$ cat config.mk
export PLATFORM = sky130hd
export DESIGN_NAME = counter_seq_ctrl_flat
export DESIGN_NICKNAME = d
export VERILOG_FILES = /design/src/rtl/counter_ctrl_pkg.sv /design/src/rtl/counter_seq_ctrl_if.sv /design/src/rtl/updown_counter.sv /design/src/rtl/counter_seq_ctrl.sv /design/src/flat_wrapper.sv
export SDC_FILE = /design/constraint.sdc
export NUM_CORES = 1
export LEC_CHECK = 0
export BUFFER_PORTS_ARGS = -buffer_cell sky130_fd_sc_hd__buf_2
export CAP_MARGIN = 20
export CORE_UTILIZATION = 50
export DETAILED_ROUTE_END_ITERATION = 10
export PLACE_DENSITY_LB_ADDON = 0.15
export SLEW_MARGIN = 10
export SYNTH_ARGS = -nofsm -noshare
export SYNTH_HDL_FRONTEND = slang
export SYNTH_HIERARCHICAL = 1
export SYNTH_SLANG_ARGS = --single-unit
$ cat constraint.sdc
create_clock -name clk -period 4.4 [get_ports clk]
set_clock_uncertainty 0.2 [all_clocks]
set_input_delay 0.88 -clock clk [delete_from_list [all_inputs] [get_ports clk]]
set_output_delay 0.88 -clock clk [all_outputs]
set_load 0.05 [all_outputs]
$ cat src/rtl/counter_ctrl_pkg.sv
// Shared opcodes and controller state encoding for the counter sequencer.
package counter_ctrl_pkg;

    localparam logic [1:0] OP_LOAD  = 2'b00;
    localparam logic [1:0] OP_UP    = 2'b01;
    localparam logic [1:0] OP_DOWN  = 2'b10;
    localparam logic [1:0] OP_CLEAR = 2'b11;

    typedef enum logic [1:0] {
        S_IDLE = 2'b00,
        S_EXEC = 2'b01,
        S_DONE = 2'b10
    } state_t;

endpackage

$ cat src/rtl/counter_seq_ctrl_if.sv
// Command handshake and status bundle between a host and the counter sequencer.
interface counter_seq_ctrl_if #(
    parameter int WIDTH = 4,
    parameter int STEPW = 8
);
    logic             cmd_valid;
    logic             cmd_ready;
    logic [1:0]       cmd_op;
    logic [STEPW-1:0] cmd_arg;
    logic             abort;
    logic [WIDTH-1:0] count;
    logic             busy;
    logic             done;
    logic             wrapped;
    logic             aborted;

    modport master (
        output cmd_valid, cmd_op, cmd_arg, abort,
        input  cmd_ready, count, busy, done, wrapped, aborted
    );

    modport slave (
        input  cmd_valid, cmd_op, cmd_arg, abort,
        output cmd_ready, count, busy, done, wrapped, aborted
    );
endinterface

$ cat src/rtl/updown_counter.sv
// Loadable up/down counter; load wins over en, wrap flags a step that rolls over.
module updown_counter #(
    parameter int WIDTH = 4
) (
    input  logic             clk,
    input  logic             rst,
    input  logic             load,
    input  logic             en,
    input  logic             down,
    input  logic [WIDTH-1:0] data_in,
    output logic [WIDTH-1:0] q,
    output logic             wrap
);

    always_ff @(posedge clk or negedge rst) begin
        if (!rst) begin
            q <= '0;
        end else if (load) begin
            q <= data_in;
        end else if (en) begin
            q <= down ? q - WIDTH'(1) : q + WIDTH'(1);
        end
    end

    assign wrap = en & (down ? (q == '0) : (q == '1));

endmodule

$ cat src/rtl/counter_seq_ctrl.sv
// Command sequencer: accepts one command in IDLE, steps the counter in EXEC,
// then pulses done for one cycle in DONE.
module counter_seq_ctrl
    import counter_ctrl_pkg::*;
#(
    parameter int WIDTH = 4,
    parameter int STEPW = 8
) (
    input  logic                clk,
    input  logic                rst,
    counter_seq_ctrl_if.slave   bus
);

    state_t           state_reg, state_next;
    logic [1:0]       op_reg, op_next;
    logic [WIDTH-1:0] load_val_reg, load_val_next;
    logic [STEPW-1:0] remaining_reg, remaining_next;
    logic             wrapped_reg, wrapped_next;
    logic             aborted_reg, aborted_next;

    logic             ctr_load;
    logic             ctr_en;
    logic             ctr_down;
    logic [WIDTH-1:0] ctr_data;
    logic [WIDTH-1:0] ctr_q;
    logic             ctr_wrap;

    updown_counter #(.WIDTH(WIDTH)) u_counter (
        .clk     (clk),
        .rst     (rst),
        .load    (ctr_load),
        .en      (ctr_en),
        .down    (ctr_down),
        .data_in (ctr_data),
        .q       (ctr_q),
        .wrap    (ctr_wrap)
    );

    always_ff @(posedge clk or negedge rst) begin
        if (!rst) begin
            state_reg     <= S_IDLE;
            op_reg        <= OP_LOAD;
            load_val_reg  <= '0;
            remaining_reg <= '0;
            wrapped_reg   <= 1'b0;
            aborted_reg   <= 1'b0;
        end else begin
            state_reg     <= state_next;
            op_reg        <= op_next;
            load_val_reg  <= load_val_next;
            remaining_reg <= remaining_next;
            wrapped_reg   <= wrapped_next;
            aborted_reg   <= aborted_next;
        end
    end

    always_comb begin
        state_next     = state_reg;
        op_next        = op_reg;
        load_val_next  = load_val_reg;
        remaining_next = remaining_reg;
        wrapped_next   = wrapped_reg;
        aborted_next   = aborted_reg;
        ctr_load       = 1'b0;
        ctr_en         = 1'b0;
        ctr_down       = (op_reg == OP_DOWN);
        ctr_data       = load_val_reg;

        case (state_reg)
            S_IDLE: begin
                if (bus.cmd_valid) begin
                    op_next        = bus.cmd_op;
                    load_val_next  = bus.cmd_arg[WIDTH-1:0];
                    remaining_next = bus.cmd_arg;
                    wrapped_next   = 1'b0;
                    aborted_next   = 1'b0;
                    state_next     = S_EXEC;
                end
            end
            S_EXEC: begin
                // Abort suppresses any step or load on the same edge.
                if (bus.abort) begin
                    aborted_next = 1'b1;
                    state_next   = S_DONE;
                end else begin
                    case (op_reg)
                        OP_LOAD: begin
                            ctr_load   = 1'b1;
                            state_next = S_DONE;
                        end
                        OP_CLEAR: begin
                            ctr_load   = 1'b1;
                            ctr_data   = '0;
                            state_next = S_DONE;
                        end
                        OP_UP, OP_DOWN: begin
                            if (remaining_reg == '0) begin
                                state_next = S_DONE;
                            end else begin
                                ctr_en         = 1'b1;
                                remaining_next = remaining_reg - STEPW'(1);
                                if (ctr_wrap) begin
                                    wrapped_next = 1'b1;
                                end
                                if (remaining_reg == STEPW'(1)) begin
                                    state_next = S_DONE;
                                end
                            end
                        end
                    endcase
                end
            end
            S_DONE: begin
                state_next = S_IDLE;
            end
            default: begin
                state_next = S_IDLE;
            end
        endcase
    end

    assign bus.count     = ctr_q;
    assign bus.cmd_ready = (state_reg == S_IDLE);
    assign bus.busy      = (state_reg == S_EXEC) || (state_reg == S_DONE);
    assign bus.done      = (state_reg == S_DONE);
    assign bus.wrapped   = wrapped_reg;
    assign bus.aborted   = aborted_reg;

endmodule
$ cat src/flat_wrapper.sv
// flat-port wrapper written by rule: the top's interface ports become plain ports
module counter_seq_ctrl_flat import counter_ctrl_pkg::*;
#(
    parameter int WIDTH = 4,
    parameter int STEPW = 8
)
  (clk, rst, bus_cmd_valid, bus_cmd_op, bus_cmd_arg, bus_abort, bus_cmd_ready, bus_count, bus_busy, bus_done, bus_wrapped, bus_aborted);
  counter_seq_ctrl_if #(.WIDTH(WIDTH), .STEPW(STEPW)) bus_i ();
  input  logic clk;
  input  logic rst;
  input wire logic [$bits(bus_i.cmd_valid)-1:0] bus_cmd_valid;
  input wire logic [$bits(bus_i.cmd_op)-1:0] bus_cmd_op;
  input wire logic [$bits(bus_i.cmd_arg)-1:0] bus_cmd_arg;
  input wire logic [$bits(bus_i.abort)-1:0] bus_abort;
  output wire logic [$bits(bus_i.cmd_ready)-1:0] bus_cmd_ready;
  output wire logic [$bits(bus_i.count)-1:0] bus_count;
  output wire logic [$bits(bus_i.busy)-1:0] bus_busy;
  output wire logic [$bits(bus_i.done)-1:0] bus_done;
  output wire logic [$bits(bus_i.wrapped)-1:0] bus_wrapped;
  output wire logic [$bits(bus_i.aborted)-1:0] bus_aborted;
  assign bus_i.cmd_valid = bus_cmd_valid;
  assign bus_i.cmd_op = bus_cmd_op;
  assign bus_i.cmd_arg = bus_cmd_arg;
  assign bus_i.abort = bus_abort;
  assign bus_cmd_ready = bus_i.cmd_ready;
  assign bus_count = bus_i.count;
  assign bus_busy = bus_i.busy;
  assign bus_done = bus_i.done;
  assign bus_wrapped = bus_i.wrapped;
  assign bus_aborted = bus_i.aborted;
  counter_seq_ctrl #(.WIDTH(WIDTH), .STEPW(STEPW)) u_core (.clk(clk), .rst(rst), .bus(bus_i));
endmodule
# [Yosys cells after proc, flatten, opt, wreduce, memory -nomap -nowiden]
# Index checks and enable logic that the tools add are counted.
[word_totals] regBits=22 output_inout_bits=9 in_bits=14 elab_cells=72
[classes] n_reduce_logical=14 eq_ne=14 add_sub_neg=3 n_mux=33 n_bitwise=1
[op_table] op="8-bit 2-to-1 mux" count=4
[op_table] op="4-bit 2-to-1 mux" count=6
[op_table] op="8-bit case mux with 2 select lines" count=1
[op_table] op="1-bit 2-to-1 mux" count=14
[op_table] op="2-bit inequality test (second input constant)" count=5
[op_table] op="8-bit by 1-bit equality test with 1-bit output (second input constant)" count=1
[op_table] op="8-bit logical NOT" count=1
[op_table] op="2-bit 2-to-1 mux" count=4
[op_table] op="2-bit case mux with 2 select lines" count=2
[op_table] op="8-bit by 1-bit subtractor with 8-bit output (second input constant)" count=1
[op_table] op="2-bit equality test (second input constant)" count=3
[op_table] op="6-bit AND reduction" count=1
[op_table] op="5-bit by 3-bit inequality test with 1-bit output (second input constant)" count=1
[op_table] op="5-bit AND reduction" count=1
[op_table] op="4-bit by 1-bit adder with 4-bit output (second input constant)" count=1
[op_table] op="2-bit by 1-bit equality test with 1-bit output (second input constant)" count=2
[op_table] op="4-bit equality test (second input constant)" count=1
[op_table] op="2-bit logical NOT" count=2
[op_table] op="4-bit logical NOT" count=1
[op_table] op="1-bit case mux with 2 select lines" count=2
[op_table] op="2-bit AND reduction" count=2
[op_table] op="2-bit nonzero test" count=2
[op_table] op="2-bit OR reduction" count=2
[op_table] op="4-bit by 1-bit subtractor with 4-bit output (second input constant)" count=1
[op_table] op="other kinds (4)" count=4

# [Logic depth before layout (Yosys ltp)]
# Gate-level depths: netlist of run 1.
[logic_depth] depth_word=11 depth_mapped=10 depth_no_buf=7

# [By module]
# Netlist of run 1, hierarchy kept.
[modules_own_cells] module="counter_seq_ctrl" n_inst=1 area_per_inst_um2=1222.4 cells_each=124 seq_area_each_um2=450.4
[modules_own_cells] module="updown_counter" n_inst=1 area_per_inst_um2=356.6 cells_each=40 seq_area_each_um2=100.1

# [Worst setup path before layout of run 1]
# No wires, ideal clock.
[synth_timing] path_type="flip-flop to flip-flop" from="reg u_core.state_reg[1]" to="reg u_core.u_counter.q[3]" n_path_buf=3 required_ps=4132 setup_time_ps=68 period_less_slack_ps=2426 path_stages_with_launch=11 arrival_ps=2158 slack_ps=1974 path_cell_list="dfrtp_1 -> inv_1 -> ha_1 -> buf_6 -> inv_1 -> clkbuf_8 -> a2111oi_1 -> buf_2 -> or4b_1 -> a22o_1 -> nand3_1"
[synth_between] elab_chain_len=3 word_cells_on_any_way=6 cone_classes="1 x eq/ne; 4 x mux; 1 x reduce/logical"
[synth_lines] item="from (decl)" line="counter_seq_ctrl.sv:14" source="state_t state_reg, state_next;"
[synth_lines] item="from (signal assigned)" line="counter_seq_ctrl.sv:48" source="state_reg <= state_next;"
[synth_lines] item="2-bit by 1-bit equality test with 1-bit output" line="counter_seq_ctrl.sv:69" source="case (state_reg)"
[synth_lines] item="1-bit 2-to-1 mux" line="counter_seq_ctrl.sv:69"
[synth_lines] item="named net u_core.ctr_en" line="counter_seq_ctrl.sv:22" source="logic ctr_en;"
[synth_lines] item="2-bit nonzero test (no line)"
[synth_lines] item="to (signal assigned)" line="updown_counter.sv:19" source="q <= data_in;"
[synth_lines] item="to (signal assigned)" line="updown_counter.sv:21" source="q <= down ? q - WIDTH'(1) : q + WIDTH'(1);"
[synth_lines] item="to (decl)" line="updown_counter.sv:11" source="output logic [WIDTH-1:0] q,"
# The timed path passes the listed nets, and every way through them passes these cells.
# A chain may end at the register's enable or synchronous reset.

# [Final worst setup path of run 1]
# Ends and elaborated chain as after synthesis.

==> results.md, run 1 <==
- I/O Buffers: 22
- Sequential fraction of the synthesis area: 34.9%
- Post-Route WL: 3390 um
- Hold path depth: 2
- Number of diodes: 0
- Leak: 0.758 nW
- Vias/cell: 5.80
- I/O Pins: 23
- Post-synthesis xor/xnor area fraction: 1.11%
- Resized Gates After CTS: 0
- Final nets: 213
- Mean Syn Cell Area: 9.63 um^2
- Critical setup path kind: reg2reg
- Largest register FFs: 8
- Via count: 1328
- Total negative slack: 0 ps
- GRT Util Overall: 21.6%
- Starting density of the core: 52.1%
- Worst R2R Start: u_core/state_reg[1]$_DFFE_PN0P_
- Max Cap Violations: 0
- Post-CTS Repair Setup Buffers: 0
- Most frequent cells in the layout: buf_2 (23), dfrtp_1 (22), a21oi_1 (13)
- Worst-skew pair later-pin latency: 300 ps
- # hold bufs at CTS: 0
- # clock sinks: 22
- Die area: 3390 um^2
- Layout cells sized above 1: 23.2%
- Routed Antenna Nets: 0
- Adder-cell share of the synthesized area: 9.98%
- Hpwl dp: 2540 um
- Synth Register Bits: 22
- Crit path time final: 3090 ps
- CP startpoint: u_core/state_reg[1]$_DFFE_PN0P_
- Hold path start: u_core/load_val_reg[3]$_DFFE_PN0P_
- CP Cell Sequence: inv_1 > ha_1 > inv_1 > a2111oi_1 > buf_4 > or4b_1 > a22o_1 > nand3_1
- Initial antenna violation count: 0
- Synth Area in Simple Gates: 25.3%
- Wire per inst: 14.8 um
- Post-route cell area: 1720 um^2
- Row Count: 20
- Cell mode on critical path: inv_1
- Slew @ Worst Pin: 623 ps
- Reg2Reg Depth: 8
- Post-synth EDFFs: 0
- Max Buffers Root-to-Sink: 2
- Largest net degree at the start of global routing: 23
- TritonCTS buffer count: 3
- Die Y: 58.2 um
- Cell Pwr Density: 777 nW/um^2
- Final setup viols: 0
- Final hold violation count: 0
- Crit-path max cell delay: 560 ps
- Synth Instances: 164
- Grt ovf: 0
- Compound-gate portion of the synthesized area: 17.0%
- RSZ-0062 raised after global routing: false
- Critical path capture point type: register
- Critical path fanouts, max: 19
- Slew HR: 58.5%
- FILL cells: 257
- Syn Nets: 190
- TritonCTS clock tree: built
- 1st-iter DRT viols: 48
- Multiplexer share of the synthesized area: 5.55%
- Fin crit share: 70.3%
- Yosys warns: 6
- Syn Std Cell Area: 1580 um^2
- Clk root buf: clkbuf_4
- Chip width: 58.2 um
- Largest family of logic cells by synthesized area: simple AND/OR/NAND/NOR gates
- Most common cell after layout, fill and taps aside: buf_2
- F_max: 323 MHz
- Main synth FF type: dfrtp_1
- Slowest-stage cell, CP: ha_1
- Area growth syn-to-layout: 9.11%
- Worst reg2reg path endpoint: u_core/u_counter/q[3]$_DFFE_PN0P_
- R2R Setup Slk: 1310 ps
- Min-delay worst type: reg2reg
- Slew Limit Fails: 0
- CP required: 4440 ps
- Vias in the first global route: 1241
- DR DRC count: 1
- DRT Pass-1 Iters: 7
- H-tree depth: 1
- Post-synth cell types: 52
- Max VDD drop: 0.490 mV
- WP data arrival: 3130 ps
- Placed Area: 1700 um^2
- Worst Hold Path EP: u_core/load_val_reg[3]$_DFFE_PN0P_
- Failing checks: design-rule violations
- First-pass GRT wire length: 5630 um
- Asr flop ratio synth: 100%
- Register clock-pin slew on the reported worst setup and hold paths: 110 ps
- Setup crit start kind: register
- RePlAce Congestion: 0.915
- Run status: finished with violations
- Core area: 3030 um^2
per-layer routing:
layer | vias to the layer above | wire length (um) | GRT usage (%)
met5 | - | 0 | 0
met4 | 0 | 17 | 5.44
met3 | 2 | 201 | 5.13
met2 | 42 | 1530 | 32.8
met1 | 640 | 1640 | 30.9
li1 | 644 | - | -
area by class of cell:
cell class	count	area [um^2]	share of cell area (%)
multi-input combinational	125	931	54.0
sequential	22	551	32.0
inverter	11	41.3	2.40
clock buffer	3	22.5	1.31
timing repair buffer	24	123	7.12
tap	44	55.1	3.20
synthesized netlist by cell type (2+ instances only):
library cell	n	share of area (%)
nor3_1	3	0.95
nand3_1	6	1.9
nand2_2	2	0.79
mux2i_1	2	1.3
o21ai_1	3	0.95
nor3b_1	2	0.95
a31oi_1	5	2.0
nor3_2	2	1.3
ha_1	11	8.7
a21oi_1	13	4.1
nand2_1	11	2.6
and2_1	4	1.6
buf_6	3	2.1
or3_1	2	0.79
o21ai_0	5	1.6
nand4_1	2	0.79
nand3b_1	2	0.95
or3b_1	2	1.1
nor4b_2	3	2.9
xnor2_1	2	1.1
mux2_2	5	3.6
dfrtp_1	22	35
nor2b_1	2	0.79
nor2_1	9	2.1
o211ai_1	3	1.4
inv_1	11	2.6
o211a_1	2	1.3
power breakdown:
group	internal, W	leakage, nW	total, W	switching [W]
clock network	0.0000319	0.0138	0.0000874	0.0000555
registers	0.000299	0.261	0.000417	0.000118
logic	0.000318	0.483	0.000834	0.000517
total	0.000649	0.758	0.00134	0.000690
kinds of logic (layout without fill, tap and decap cells):
family          after synthesis  in the layout
mux                           8              8
xor+xnor                      2              2
buf+inv                      17             38
fa+ha+maj                    12             12
simple gates                 62             62
flops                        22             22
compound gates               41             41
worst max path at each step:
stage	cells past startpoint	end	slack, ps
2_1_floorplan	10	u_core/u_counter/q[3]$_DFFE_PN0P_	1970
3_3_place_gp	8	u_core/u_counter/q[3]$_DFFE_PN0P_	1510
3_5_place_dp	7	u_core/u_counter/q[3]$_DFFE_PN0P_	1320
4_1_cts	7	u_core/u_counter/q[3]$_DFFE_PN0P_	1290
5_1_grt	8	u_core/u_counter/q[3]$_DFFE_PN0P_	1090
6_report	8	u_core/u_counter/q[3]$_DFFE_PN0P_	1310
worst max-delay path: cells and delay by family, from the launching register on:
kind / cells / cell delay, ps
AOI/OAI and AO/OA: 2 / 640
adders and majority gates: 1 / 560
and+or+nand+nor: 2 / 510
DFF: 1 / 410
buffers and inverters: 3 / 700
per-stage QoR:
step | power, W | std cells | hold slack (ps) | utilization [%] | worst slack, ps
2_1_floorplan | 0.00110 | 164 | 238 | - | 1970
3_3_place_gp | 0.00122 | 225 | 256 | 56.0 | 1510
3_5_place_dp | 0.00124 | 225 | 263 | 56.0 | 1320
4_1_cts | 0.00134 | 228 | 291 | 56.7 | 1290
5_1_grt | 0.00145 | 229 | 331 | 56.9 | 1090
6_report | 0.00134 | 229 | 290 | 56.9 | 1310
(Power assumes the default switching activity.)
==> run 2, diff against run 1 <==
- ABC_AREA: default -> 1
- clock period: 4.4 -> 2.7 ns (I/O delays scaled with it)
==> results.md, run 2 <==
- GRT Util Overall: 21.2% (was 21.6%)
- Pre-CTS setup slack: 688 ps (was 1320 ps)
- Row Count: 19 (was 20)
- 1st-iter DRT viols: 49 (was 48)
- Top cells by area, synth: dfrtp_1 (35%), nand2_1 (16%), ha_1 (8.8%) (was dfrtp_1 (35%), ha_1 (8.7%), a21oi_1 (4.1%))
- R2R Setup Slk: 620 ps (was 1310 ps)
- Leak: 0.950 nW (was 0.758 nW)
- I/O Pins: 23 (unchanged)
- Fin crit share: 78.6%
- Vias/cell: 4.96 (was 5.80)
- Slowest-stage cell, CP: dfrtp_1 (was ha_1)
- # clock sinks: 22 (unchanged)
- Critical setup path kind: reg2out (was reg2reg)
- Cell Pwr Density: 1300 nW/um^2 (was 777 nW/um^2)
- Worst Hold Path EP: u_core/op_reg[1]$_DFFE_PN0P_ (was u_core/load_val_reg[3]$_DFFE_PN0P_)
- Initial antenna violation count: 0 (unchanged)
- Yosys warns: 6 (unchanged)
- Reg2Reg Depth: 9 (was 8)
- Min-delay worst type: in2reg (was reg2reg)
- Worst setup slack after layout: 579 ps (was 1310 ps)
- Crit path time final: 2120 ps
- Main synth FF type: dfrtp_1 (unchanged)
- First-pass GRT wire length: 5460 um (was 5630 um)
- Die Y: 57.9 um (was 58.2 um)
- Run status: finished with violations (unchanged)
- FILL cells: 277 (was 257)
- Total negative slack: 0 ps (unchanged)
- Starting density of the core: 54.7% (was 52.1%)
- Mean Syn Cell Area: 7.33 um^2 (was 9.63 um^2)
- Hpwl dp: 2450 um (was 2540 um)
- Kind of cell adding the most delay to the critical path: flip-flops (was buffers and inverters)
- Layout cells sized above 1: 18.4% (was 23.2%)
- Slew HR: 67.8% (was 58.5%)
- Worst R2R Start: u_core/state_reg[1]$_DFFE_PN0P_ (unchanged)
- Int Pwr: 0.00106 W (was 0.000649 W)
- Slew Limit Fails: 0 (unchanged)
- Final Util: 61.3% (was 56.9%)
- Hold path depth: 2 (unchanged)
- RSZ-0062 raised after global routing: false (unchanged)
- Most common cell in the netlist: nand2_1 (was dfrtp_1)
- Crit path buffers/inverters: 2 (was 3)
- Syn Nets: 239 (was 190)
- H-tree depth: 1 (unchanged)
- Routed Antenna Nets: 0 (unchanged)
- Post-synth EDFFs: 0 (unchanged)
- DRT Pass-1 Iters: 7 (unchanged)
- Slew @ Worst Pin: 483 ps (was 623 ps)
- Max Buffers Root-to-Sink: 2 (unchanged)
- Final nets: 266 (was 213)
- Sw Ratio: 53.5% (was 51.5%)
- DR DRC count: 1 (unchanged)
- Synth Instances: 213 (was 164)
- RePlAce Congestion: 0.834 (was 0.915)
- Placed Instances: 265 (was 225)
- Most frequent cells in the layout: nand2_1 (68), inv_1 (32), buf_2 (22), dfrtp_1 (22), nor2_1 (19) (was buf_2 (23), dfrtp_1 (22), a21oi_1 (13))
- Top cells by count, synth: nand2_1 (68), inv_1 (32), dfrtp_1 (22) (was dfrtp_1 (22), a21oi_1 (13), ha_1 (11), inv_1 (11), nand2_1 (11))
- Vias in the first global route: 1241 (unchanged)
- CP required: 1960 ps (was 4440 ps)
- CP Cell Sequence: inv_1 > ha_1 > buf_2 (was inv_1 > ha_1 > inv_1 > a2111oi_1 > buf_4 > or4b_1 > a22o_1 > nand3_1)
- Grt ovf: 0 (unchanged)
- WP data arrival: 1380 ps (was 3130 ps)
- TritonCTS clock tree: built (unchanged)
- Largest register FFs: 8 (unchanged)
- F_max: 471 MHz
- Critical path fanouts, max: 4 (was 19)
- Max VDD drop: 1.02 mV (was 0.490 mV)
- Worst reg2reg path endpoint: u_core/u_counter/q[0]$_DFFE_PN0P_ (was u_core/u_counter/q[3]$_DFFE_PN0P_)
- Register clock-pin slew on the reported worst setup and hold paths: 120 ps (was 110 ps)
- Hold path start: bus_cmd_op[1] (was u_core/load_val_reg[3]$_DFFE_PN0P_)
- Failing checks: design-rule violations (unchanged)
- Crit-path max cell delay: 420 ps (was 560 ps)
- Wire per inst: 11.3 um (was 14.8 um)
- Core area: 2850 um^2 (was 3030 um^2)
- Clk root buf: clkbuf_4 (unchanged)
- Largest net degree at the start of global routing: 23 (unchanged)
- I/O Buffers: 22 (unchanged)
- Syn Std Cell Area: 1560 um^2 (was 1580 um^2)
- Chip width: 57.9 um (was 58.2 um)
- Worst-skew pair later-pin latency: 300 ps (about the same)
- Sequential Power Share: 27.7% (was 31.2%)
- Switching power: 0.00122 W (was 0.000690 W)
- Total power draw: 0.00227 W (was 0.00134 W)
- Via count: 1340 (was 1328)
- Post-synth top area share: 35.3% (was 34.9%)
- Logic pwr share: 64.6% (was 62.3%)
- Sequential fraction of the synthesis area: 35.3% (was 34.9%)
- Clock share of power: 7.7% (was 6.5%)
- Asr flop ratio synth: 100% (unchanged)
- Post-Route WL: 3060 um (was 3390 um)
- Setup crit start kind: register (unchanged)
- Post-CTS Repair Setup Buffers: 0 (unchanged)
- Die area: 3350 um^2 (was 3390 um^2)
- Final setup viols: 0 (unchanged)
- Max Cap Violations: 0 (unchanged)
- Non-Filler Instances: 270 (was 229)
- Final hold violation count: 0 (unchanged)
- Area growth syn-to-layout: 11.9% (was 9.11%)
- Critical path capture point type: primary output (was register)
- Synth Register Bits: 22 (unchanged)
- TritonCTS buffer count: 3 (unchanged)
- Most common cell after layout, fill and taps aside: nand2_1 (was buf_2)
- Post-synth cell types: 30 (was 52)
- Largest area contributor in the netlist: dfrtp_1 (unchanged)
- Number of diodes: 0 (unchanged)
==> run 2: cell count changes after synthesis, moves of 4 or more <==
cell     change
o21ai_0      +5
and2_1       -4
a21oi_1     -10
nand3_1      +9
nand2_1     +57
a31oi_1      -4
inv_1       +21
nor2_1      +10
==> run 2: final cells by class <==
type | count | area, um^2 | share of cell area (%)
Multi-Input combinational cell | 153 | 853 | 48.8
Sequential cell | 22 | 551 | 31.5
Timing Repair Buffer | 25 | 135 | 7.73
Inverter | 35 | 134 | 7.66
Tap cell | 31 | 38.8 | 2.22
Clock buffer | 4 | 36.3 | 2.08
==> run 2: worst max path at each step <==
stage,start,endpoint,depth (start not counted)
CTS,u_core/state_reg[0]$_DFFE_PN0P_,bus_cmd_ready,3
global placement,u_core/state_reg[1]$_DFFE_PN0P_,u_core/u_counter/q[1]$_DFFE_PN0P_,9
detailed placement,u_core/state_reg[1]$_DFFE_PN0P_,u_core/u_counter/q[1]$_DFFE_PN0P_,9
global route,u_core/state_reg[1]$_DFFE_PN0P_,u_core/u_counter/q[1]$_DFFE_PN0P_,9
floorplan,u_core/state_reg[1]$_DFFE_PN0P_,u_core/u_counter/q[0]$_DFFE_PN0P_,10
finish,u_core/state_reg[0]$_DFFE_PN0P_,bus_cmd_ready,3
==> run 2: power by group through the flow <==
stage,Clock (W),Sequential [W],Combinational [W]
detailed placement,0,0.000636,0.00147
global route,0.000199,0.000655,0.00166
floorplan,0,0.000726,0.00109
global placement,0,0.000636,0.00145
CTS,0.000184,0.000629,0.00147
finish,0.000175,0.000630,0.00147
==> run 2: cell families (layout without fill, tap and decap cells) <==
logic type,Yosys count,after routing,share of synthesized area (%)
mux,3,3,2.16
compound gates,25,25,10.0
simple gates,111,111,31.3
fa+ha+maj,12,12,10.1
xor+xnor,2,2,1.12
flops,22,22,35.3
buf+inv,38,64,10.1
==> run 2: routing by layer <==
layer  global-route usage (%)  up-vias  wire length (um)
met3                     4.02        2               145
met4                     3.06        0                12
met2                     32.7       30              1330
met5                        0        -                 0
li1                         -      716                 -
met1                     31.7      592              1570
==> run 2: per-stage QoR <==
stage	hold slack [ps]	cell area, um^2
floorplan	44.4	1560
global placement	263	1700
detailed placement	282	1700
CTS	247	1750
global route	257	1750
finish	260	1750
==> run 2: what timing repair did <==
action | CTS | global route
hold buffers | 1 | 0
endpoints found under the hold margin | 22 | 0
gates resized for setup | 0 | 0
==> run 3, diff against run 2 <==
- ABC_AREA: 1 -> 0
- clock period: 2.7 -> 1.97 ns (I/O delays scaled with it)
==> results.md, run 3 (same netlist as run 1, synthesis figures left out) <==
- Chip width: 58.2 um (was 57.9 um)
- Run status: finished with violations (unchanged)
- Vias in the first global route: 1433 (was 1241)
- RePlAce Congestion: 0.930 (was 0.834)
- Cell Pwr Density: 1850 nW/um^2 (was 1300 nW/um^2)
- GRT Util Overall: 26.8% (was 21.2%)
- Post-Route WL: 4220 um (was 3060 um)
- Crit path time final: 2020 ps
- Setup crit start kind: register (unchanged)
- Row Count: 20 (was 19)
- Routed Antenna Nets: 0 (unchanged)
- Pre-CTS setup slack: -136 ps (was 688 ps)
- Grt ovf: 0 (unchanged)
- Core area: 3030 um^2 (was 2850 um^2)
- Hold path depth: 2 (unchanged)
- Hpwl dp: 2960 um (was 2450 um)
- Largest register FFs: 8 (unchanged)
- TritonCTS buffer count: 3 (unchanged)
- R2R Setup Slk: -50 ps (was 620 ps)
- Register clock-pin slew on the reported worst setup and hold paths: 130 ps (was 120 ps)
- Initial antenna violation count: 0 (unchanged)
- Clk root buf: clkbuf_4 (unchanged)
- First-pass GRT wire length: 6750 um (was 5460 um)
- Final nets: 254 (was 266)
- Slew Limit Fails: 0 (unchanged)
- Die Y: 58.2 um (was 57.9 um)
- Worst Hold Path EP: u_core/op_reg[0]$_DFFE_PN0P_ (was u_core/op_reg[1]$_DFFE_PN0P_)
- Critical setup path kind: reg2reg (was reg2out)
- Worst reg2reg path endpoint: u_core/u_counter/q[3]$_DFFE_PN0P_ (was u_core/u_counter/q[0]$_DFFE_PN0P_)
- Worst setup slack after layout: -54.1 ps (was 579 ps)
- Slew @ Worst Pin: 515 ps (was 483 ps)
- Most frequent cells in the layout: buf_4 (40), dfrtp_1 (21), buf_2 (20) (was nand2_1 (68), inv_1 (32), buf_2 (22), dfrtp_1 (22), nor2_1 (19))
- Max VDD drop: 1.15 mV (was 1.02 mV)
- Worst R2R Start: u_core/state_reg[1]$_DFFE_PN0P_ (unchanged)
- Max Buffers Root-to-Sink: 2 (unchanged)
- Worst-skew pair later-pin latency: 310 ps (was 300 ps)
- Die area: 3390 um^2 (was 3350 um^2)
- Most common cell after layout, fill and taps aside: buf_4 (was nand2_1)
- TritonCTS clock tree: built (unchanged)
- Slew HR: 65.6% (was 67.8%)
- Min-delay worst type: in2reg (unchanged)
- Fin crit share: 103%
- Final setup viols: 2 (was 0)
- F_max: 494 MHz
- Max Cap Violations: 0 (unchanged)
- H-tree depth: 1 (unchanged)
- Final hold violation count: 0 (unchanged)
- Placed Instances: 253 (was 265)
- Critical path fanouts, max: 5 (was 4)
- Starting density of the core: 52.1% (was 54.7%)
- Leak: 0.987 nW (was 0.950 nW)
- DRT Pass-1 Iters: 5 (was 7)
- WP data arrival: 2080 ps (was 1380 ps)
- Hold path start: bus_cmd_op[0] (was bus_cmd_op[1])
- Failing checks: negative setup slack (was design-rule violations)
- # clock sinks: 22 (unchanged)
- Reg2Reg Depth: 7 (was 9)
- RSZ-0062 raised after global routing: true (was false)
- Area growth syn-to-layout: 42.2% (was 11.9%)
- Wire per inst: 15.6 um (was 11.3 um)
- Via count: 1520 (was 1340)
- 1st-iter DRT viols: 93 (was 49)
- Layout cells sized above 1: 46.3% (was 18.4%)
- I/O Buffers: 22 (unchanged)
- Vias/cell: 5.61 (was 4.96)
- Number of diodes: 0 (unchanged)
- I/O Pins: 23 (unchanged)
- Critical path capture point type: register (was primary output)
- DR DRC count: 0 (was 1)
- CP required: 2030 ps (was 1960 ps)
- Non-Filler Instances: 271 (was 270)
- Hold WS: 101 ps (was 260 ps)
- Largest net degree at the start of global routing: 23 (unchanged)
## run 3: cell types whose count changed in the layout (fill, tap and decap cells not counted), sizes merged, moves of 4 or more
cell,change
inv,-24
o21ai,-6
nor3,+5
nand3,-11
and2,+4
buf,+40
a31oi,+4
nand2,-58
nor2,-13
a21oi,+9
## run 3: power breakdown
part / internal (W) / total (W) / switching (W)
sequential: 0.000670 / 0.000862 / 0.000192
clock: 0.000206 / 0.000355 / 0.000149
combinational: 0.00137 / 0.00294 / 0.00157
## run 3: final cells by class
type / instances / area (um^2)
sequential: 22 / 552
clock inverter: 1 / 30.0
tap: 44 / 55.1
multi-input combinational: 125 / 1090
timing repair buffer: 65 / 455
inverter: 11 / 43.8
fill: 216 / 782
clock buffer: 3 / 22.5
## run 3: what timing repair did
item / 4_1_cts / 5_1_grt
hold buffers: 1 / 0
hold endpoints to repair: 22 / 0
pin swaps: 3 / 3
setup buffers: 7 / 8
gates resized for setup: 14 / 19
setup endpoints to repair: 7 / 15
## run 3: worst max-delay path by stage
stage,depth (start not counted),startpoint,end
2_1_floorplan,10,u_core/state_reg[1]$_DFFE_PN0P_,u_core/u_counter/q[3]$_DFFE_PN0P_
5_1_grt,8,u_core/remaining_reg[1]$_DFFE_PN0P_,u_core/u_counter/q[3]$_DFFE_PN0P_
3_3_place_gp,7,u_core/op_reg[0]$_DFFE_PN0P_,u_core/u_counter/q[3]$_DFFE_PN0P_
4_1_cts,7,u_core/remaining_reg[1]$_DFFE_PN0P_,u_core/u_counter/q[3]$_DFFE_PN0P_
6_report,7,u_core/state_reg[1]$_DFFE_PN0P_,u_core/u_counter/q[3]$_DFFE_PN0P_
3_5_place_dp,7,u_core/op_reg[0]$_DFFE_PN0P_,u_core/u_counter/q[3]$_DFFE_PN0P_
## run 3: metal layers
layer	part of all wire (%)	vias up	track usage, %
li1	-	725	-
met3	4.7	14	2.46
met1	47	721	38.0
met5	0	-	0
met2	46	60	42.2
met4	2.4	0	10.5
## run 3: stage by stage
step / cell area (um^2) / setup TNS, ps / total power (W) / utilization (%)
2_1_floorplan: 1620 / -1130 / 0.00252 / -
3_3_place_gp: 1940 / -106 / 0.00319 / 64.2
3_5_place_dp: 1940 / -303 / 0.00328 / 64.2
4_1_cts: 2110 / -35.4 / 0.00389 / 69.7
5_1_grt: 2250 / -189 / 0.00443 / 74.2
6_report: 2250 / -67.4 / 0.00416 / 74.2
## run 3: worst max-delay path, cell delays in order, from the launching register on
cell and delay, ps:
dfrtp_1 420, inv_2 120, ha_4 170, inv_4 50, a2111oi_4 300, or4b_1 460, a22o_1 190, nand3_1 60
